--- config.mk ---
export PLATFORM = sky130hd
export DESIGN_NAME = nx_fifo_rd_adapter
export DESIGN_NICKNAME = d
export VERILOG_FILES = /design/src/rtl/nx_fifo_rd_adapter.sv
export SDC_FILE = /design/constraint.sdc
export NUM_CORES = 1
export LEC_CHECK = 0
export ABC_AREA = 0
export ABC_CLOCK_PERIOD_IN_PS = 1400
export CAP_MARGIN = 20
export CORE_ASPECT_RATIO = 0.8
export CORE_MARGIN = 2
export CORE_UTILIZATION = 42
export DETAILED_ROUTE_END_ITERATION = 10
export HOLD_SLACK_MARGIN = 0.05
export PLACE_DENSITY = 0.78
export SETUP_SLACK_MARGIN = 0.4
export SYNTH_ARGS = -nofsm -noshare
export SYNTH_HDL_FRONTEND = slang
export SYNTH_SLANG_ARGS = --single-unit
export TNS_END_PERCENT = 20
--- constraint.sdc ---
create_clock -name clk -period 1.4 [get_ports clk]
set_input_delay 0.28 -clock clk [delete_from_list [all_inputs] [get_ports clk]]
set_output_delay 0.28 -clock clk [all_outputs]
set_load 0.05 [all_outputs]
--- src/rtl/nx_fifo_rd_adapter.sv ---
// -----------------------------------------------------------------------------
// nx_fifo_rd_adapter
//
// Turns the read side of an nx_fifo (empty flag + head-of-FIFO data + pop
// strobe) into a valid/ready output stream. A two-entry prefetch buffer
// (head, tail) sustains one beat per cycle. The pop strobe depends only on
// registered occupancy and the upstream flags, never on out_ready.
//
// Optional feature: define NX_FIFO_RD_STATS_EN to build saturating counters
// for accepted beats and stall cycles. Without it both counter outputs are
// tied to zero and no counter flops exist.
//
// Parameters:
//   WIDTH      data width of FIFO read data and output stream
//   CNT_WIDTH  width of the statistics counters
//
// Ports:
//   clk          clock, all logic on its rising edge
//   rst_n        asynchronous active-low reset
//   clear        synchronous flush of the prefetch buffer
//   fifo_empty   upstream empty flag
//   fifo_rdata   upstream head data, valid while fifo_empty=0
//   fifo_ren     upstream pop strobe
//   out_valid    output stream valid
//   out_ready    output stream ready
//   out_data     output stream data (0 while the buffer is empty)
//   buf_cnt      prefetch buffer occupancy, 0..2
//   pop_count    accepted output beats (saturating)
//   stall_count  cycles with out_valid=1 and out_ready=0 (saturating)
// -----------------------------------------------------------------------------
module nx_fifo_rd_adapter #(
  parameter int WIDTH     = 32,
  parameter int CNT_WIDTH = 32
) (
  input  logic                 clk,
  input  logic                 rst_n,
  input  logic                 clear,
  input  logic                 fifo_empty,
  input  logic [WIDTH-1:0]     fifo_rdata,
  output logic                 fifo_ren,
  output logic                 out_valid,
  input  logic                 out_ready,
  output logic [WIDTH-1:0]     out_data,
  output logic [1:0]           buf_cnt,
  output logic [CNT_WIDTH-1:0] pop_count,
  output logic [CNT_WIDTH-1:0] stall_count
);

  // State encoding equals the occupancy, so buf_cnt is the state register.
  typedef enum logic [1:0] {
    ST_EMPTY = 2'd0,
    ST_ONE   = 2'd1,
    ST_TWO   = 2'd2
  } state_t;

  state_t           r_state;
  state_t           w_state_nxt;
  logic [WIDTH-1:0] r_head;
  logic [WIDTH-1:0] r_tail;
  logic [WIDTH-1:0] w_head_nxt;
  logic [WIDTH-1:0] w_tail_nxt;
  logic             r_run;
  logic             w_pop;
  logic             w_acc;

  // r_run holds off the first pop until the first edge after reset release.
  // NOTE: sequential state is written with non-blocking assignments so every
  // flop samples the pre-edge values, independent of block ordering.
  always_ff @(posedge clk or negedge rst_n) begin
    if (!rst_n) r_run <= 1'b0;
    else        r_run <= 1'b1;
  end

  // Never pop when full, so TWO can only be left through an accept or clear.
  assign w_pop = r_run && !fifo_empty && !clear && (r_state != ST_TWO);
  assign w_acc = (r_state != ST_EMPTY) && out_ready;

  // NOTE: every signal written here gets a default first, so no path through
  // the block leaves a value unassigned and no latch is inferred.
  always_comb begin
    w_state_nxt = r_state;
    w_head_nxt  = r_head;
    w_tail_nxt  = r_tail;
    if (clear) begin
      w_state_nxt = ST_EMPTY;
      w_head_nxt  = '0;
      w_tail_nxt  = '0;
    end else begin
      unique case (r_state)
        ST_EMPTY: begin
          if (w_pop) begin
            w_state_nxt = ST_ONE;
            w_head_nxt  = fifo_rdata;
          end
        end
        ST_ONE: begin
          if (w_pop && w_acc) begin
            w_head_nxt = fifo_rdata;
          end else if (w_pop) begin
            w_state_nxt = ST_TWO;
            w_tail_nxt  = fifo_rdata;
          end else if (w_acc) begin
            // Zero the head on emptying so out_data reads 0 straight from flops.
            w_state_nxt = ST_EMPTY;
            w_head_nxt  = '0;
          end
        end
        ST_TWO: begin
          if (w_acc) begin
            w_state_nxt = ST_ONE;
            w_head_nxt  = r_tail;
            w_tail_nxt  = '0;
          end
        end
        default: begin
          w_state_nxt = ST_EMPTY;
          w_head_nxt  = '0;
          w_tail_nxt  = '0;
        end
      endcase
    end
  end

  // NOTE: the two buffer entries are reset because out_data must read 0
  // immediately on reset; a deeper storage array would normally be left
  // unreset.
  always_ff @(posedge clk or negedge rst_n) begin
    if (!rst_n) begin
      r_state <= ST_EMPTY;
      r_head  <= '0;
      r_tail  <= '0;
    end else begin
      r_state <= w_state_nxt;
      r_head  <= w_head_nxt;
      r_tail  <= w_tail_nxt;
    end
  end

  assign fifo_ren  = w_pop;
  assign out_valid = (r_state != ST_EMPTY);
  assign out_data  = r_head;
  assign buf_cnt   = r_state;

`ifdef NX_FIFO_RD_STATS_EN
  logic [CNT_WIDTH-1:0] r_pop_count;
  logic [CNT_WIDTH-1:0] r_stall_count;
  logic                 w_stall;

  assign w_stall = (r_state != ST_EMPTY) && !out_ready;

  // Counters saturate at all-ones and are deliberately untouched by clear.
  always_ff @(posedge clk or negedge rst_n) begin
    if (!rst_n) begin
      r_pop_count   <= '0;
      r_stall_count <= '0;
    end else begin
      if (w_acc && (r_pop_count != '1))     r_pop_count   <= r_pop_count + 1'b1;
      if (w_stall && (r_stall_count != '1)) r_stall_count <= r_stall_count + 1'b1;
    end
  end

  assign pop_count   = r_pop_count;
  assign stall_count = r_stall_count;
`else
  assign pop_count   = '0;
  assign stall_count = '0;
`endif

endmodule
==> flow_results.org <==
** Outcome
- Run status :: finished, violations left
- The checks that failed: negative setup slack.

** Layout
- Synth-to-Final Area Change :: 41.4%
- Antenna diode instance count :: 0
- Of the cells placed in the final design, the portion with a size suffix greater than 1 is 22.2%.
- Filler cell count in the final layout :: 674
- In the final design database the tool counted 510 nets.
- Excluding fillers, the count of instances in the completed layout stands at roughly 590.

** Timing
- Timing would allow up to ~560 MHz.
- Number of setup violations in the final report :: 69
- Dividing the final minimum period by the clock period gives 127%.
- Fin. Hold Viols :: 0
- Final Critical Period :: approximately 1800 ps
- Final Slew Violations :: 0
- Setup repair after global routing could not meet its margin everywhere.
- In the post-route analysis, the smallest setup slack over all paths is -373 ps.
- WHS :: between 300 and 400 ps
- Clock skew on the completed layout was measured at 10.6 ps.

** GRT
- For this run the aggregate overflow at the end of global routing stands at 0.
- The initial antenna violation count was 0.
- Global routing used between 6 and 7% of the available met3 tracks.
- Vias in the first global route :: between 3000 and 4000
- In the global route stage, met2 resource usage came out at about 33%.
- Fraction of met1 tracks used by global routing :: between 20% and 30%
- Global routing consumed, over all layers together, around 21% of the routing resources.
- Largest net degree at the start of global routing :: 45
- Global route hottest layer :: met2
- The first global-routing pass estimated between 15 and 20 mm of wire.

** Yosys
- Number of synthesized flops with an enable pin :: 0
- In the synthesized netlist the dominant register cell turns out to be sky130_fd_sc_hd__dfrtp_1.
- Cell type with the highest aggregate area in the netlist :: sky130_fd_sc_hd__dfrtp_1
- Unique masters post-synth :: 29
- Post-synthesis instance total :: between 300 and 400
- Share of flip-flops with an asynchronous set or reset after synthesis :: 100%
- Area share of the leading cell type in the synthesized netlist :: 42.3%
- Synthesis inferred between 60 and 70 register bits.
- Cell with the most instances after synthesis :: sky130_fd_sc_hd__buf_4
- Most frequent cells after synthesis :: sky130_fd_sc_hd__buf_4, sky130_fd_sc_hd__dfrtp_1, sky130_fd_sc_hd__nand2b_1, sky130_fd_sc_hd__mux2i_1, sky130_fd_sc_hd__o21ai_1
- Sequential share of the synthesized area :: a little over two fifths
- Total standard cell area after synthesis :: about 4000 sq um
- In the post-synthesis netlist, the biggest area contributors are sky130_fd_sc_hd__dfrtp_1, sky130_fd_sc_hd__buf_4, sky130_fd_sc_hd__mux2i_1.
- Post-synthesis area per instance :: a little over 10 sq um
- Yosys printed 0 warnings.

** Clocking
- The clock tree synthesis step divided the H-tree into 3 levels.
- Buffer depth of the longest clock path :: 2
- TritonCTS built the clock tree.
- Later-pin clock latency in the skew report :: around 340 ps
- Clock transition at path regs :: 60 ps
- Clk sink count :: 67
- Number of buffers added by the clock tree synthesis step :: 9
- CTS Root Cell :: sky130_fd_sc_hd__clkbuf_16

** Run
- Max-cap violations in this run came to 0.

** Hold path
- The tightest min-delay check is of the in -> async type.

** Drt
- The first detailed-routing pass took 5 iterations.
- Dividing the detail-routed wire length by the instance count gives roughly 18 microns.
- Number of antenna-violating nets in the routed design :: 0
- Detailed-route vias per instance :: ~5.2
- Initial detailed-routing violation count :: ~210
- After detailed routing, the number of remaining DRC violations is 0.
- Across all layers, the routed design uses roughly 3100 vias.
- For this block, the routed nets add up to between 10 and 15 mm of wire.

** Setup path
- Arrival @ worst endpoint :: between 1000 and 1500 ps
- Highest fanout seen on the critical path :: 4
- Type of element capturing the critical path :: primary output
- STA classifies the critical path startpoint as a flip-flop.
- STA puts the critical path data required time at around 1100 ps.
- Worst Setup Path Type :: reg -> out
- The setup check on the worst reg-to-reg path leaves a slack of -290 ps.

** Die
- Overall die width :: between 100 and 150 microns
- between 100 and 150 I/O pins were placed.
- Initial Util :: between 40% and 50%
- Number of cell rows :: 31
- From bottom edge to top edge, the die measures 90.9 microns.
- Area of the die :: between 10000 and 15000 sq um
- Core outline area :: approximately 9000 sq um

** Power
- For this design the static power due to leakage is roughly 2.4 nW.
- P per Cell Area :: 1090 nW/um^2
- IR analysis of the VDD net gives a maximum drop of a little under 0.6 mV.

** Placement
- Routability-driven placement finished with a final weighted congestion of around 0.83.
- Detailed placement HPWL :: around 6.5 mm
- Place WS :: -764 ps
- Count of input and output buffers :: 72
- Inst Count DP :: ~560
[through the flow]
step	area, sq um	TNS, ps	power, mW	utilization (%)
floorplan	4240	-6710	3.17	-
global placement	5010	-32880	3.63	54.9
detailed placement	5010	-35420	3.65	54.9
CTS	5560	-14320	6.13	61.0
global route	5610	-18720	6.34	61.5
finish	5610	-14390	6.13	61.5
[final timing paths]
kind | start | to | depth (start not counted)
max | buf_cnt[1]$_DFFE_PN0P_ | fifo_ren | 5
min | rst_n | out_data[24]$_DFFE_PN0P_ | 2
max reg2reg | buf_cnt[1]$_DFFE_PN0P_ | out_data[27]$_DFFE_PN0P_ | 7
min reg2reg | r_tail[13]$_DFFE_PN0P_ | r_tail[13]$_DFFE_PN0P_ | 2
max in group asynchronous | rst_n | buf_cnt[0]$_DFFE_PN0P_ | 3
min in group clk | out_ready | buf_cnt[1]$_DFFE_PN0P_ | 3
[layout make-up]
type / count / area [sq um] / share of cell area [%]
Multi-Input combinational cell: 283 / 1910 / 34.0
Sequential cell: 67 / 1680 / 29.9
Timing Repair Buffer: 111 / 1560 / 27.7
Clock buffer: 9 / 225 / 4.02
Tap cell: 115 / 144 / 2.57
Clock inverter: 7 / 92.6 / 1.65
Inverter: 1 / 3.75 / 0.0669
[cell families after synthesis]
kind of cell	share of synthesized area (%)
buf+inv	17.6
simple gates	12.0
mux	8.33
other cells	0.189
flops	42.3
compound gates	19.6
[layout by cell type (no fill, tap or decap), types with 2 or more instances in the layout]
master and count:
sky130_fd_sc_hd__clkinv_2 2, sky130_fd_sc_hd__mux2i_1 33, sky130_fd_sc_hd__nand3_1 32, sky130_fd_sc_hd__buf_16 2, sky130_fd_sc_hd__dfrtp_2 2, sky130_fd_sc_hd__bufinv_16 2, sky130_fd_sc_hd__buf_4 21, sky130_fd_sc_hd__buf_2 2
sky130_fd_sc_hd__nor2_1 2, sky130_fd_sc_hd__nor3b_4 2, sky130_fd_sc_hd__nand2b_4 2, sky130_fd_sc_hd__nand2b_1 33, sky130_fd_sc_hd__a22o_1 32, sky130_fd_sc_hd__clkdlybuf4s50_1 34, sky130_fd_sc_hd__o2bb2ai_1 32, sky130_fd_sc_hd__conb_1 65
sky130_fd_sc_hd__a21oi_4 2, sky130_fd_sc_hd__buf_12 44, sky130_fd_sc_hd__o21ai_1 32, sky130_fd_sc_hd__clkbuf_16 9, sky130_fd_sc_hd__dfrtp_1 65, sky130_fd_sc_hd__clkinvlp_4 3, sky130_fd_sc_hd__buf_6 5
[registers in the layout, indices dropped and copies added (netlist names)]
signal,count
buf_cnt,2
out_data,32
r_run,1
r_tail,32
[power by group]
| part | switching (mW) | internal [mW] |
|---|---|---|
| Clock | 0.850 | 1.55 |
| Sequential | 0.0958 | 2.01 |
| Combinational | 1.00 | 0.617 |
| Total | 1.95 | 4.18 |
[worst max-delay path, cell delays in order, from the launching register on]
cell                       delay (ps)
sky130_fd_sc_hd__dfrtp_2          450
sky130_fd_sc_hd__buf_12           150
sky130_fd_sc_hd__buf_16           120
sky130_fd_sc_hd__nand2b_4          60
sky130_fd_sc_hd__nor3b_4          220
sky130_fd_sc_hd__buf_12           170
[per-layer routing]
metal  vias to the layer above  routed length (microns)
met3                        12                      718
met4                         0                      158
met1                      1537                     4470
met5                         -                        0
met2                       135                     5110
li1                       1429                        -
[what timing repair did]
item,4_1_cts,5_1_grt
resized for setup,18,5
endpoints found under the setup margin,102,102
buffers inserted,8,3
hold buffers,1,0
gates cloned,3,1
pin swaps,8,1
endpoints found under the hold margin,11,0
Power figures use the tool's default switching activity.
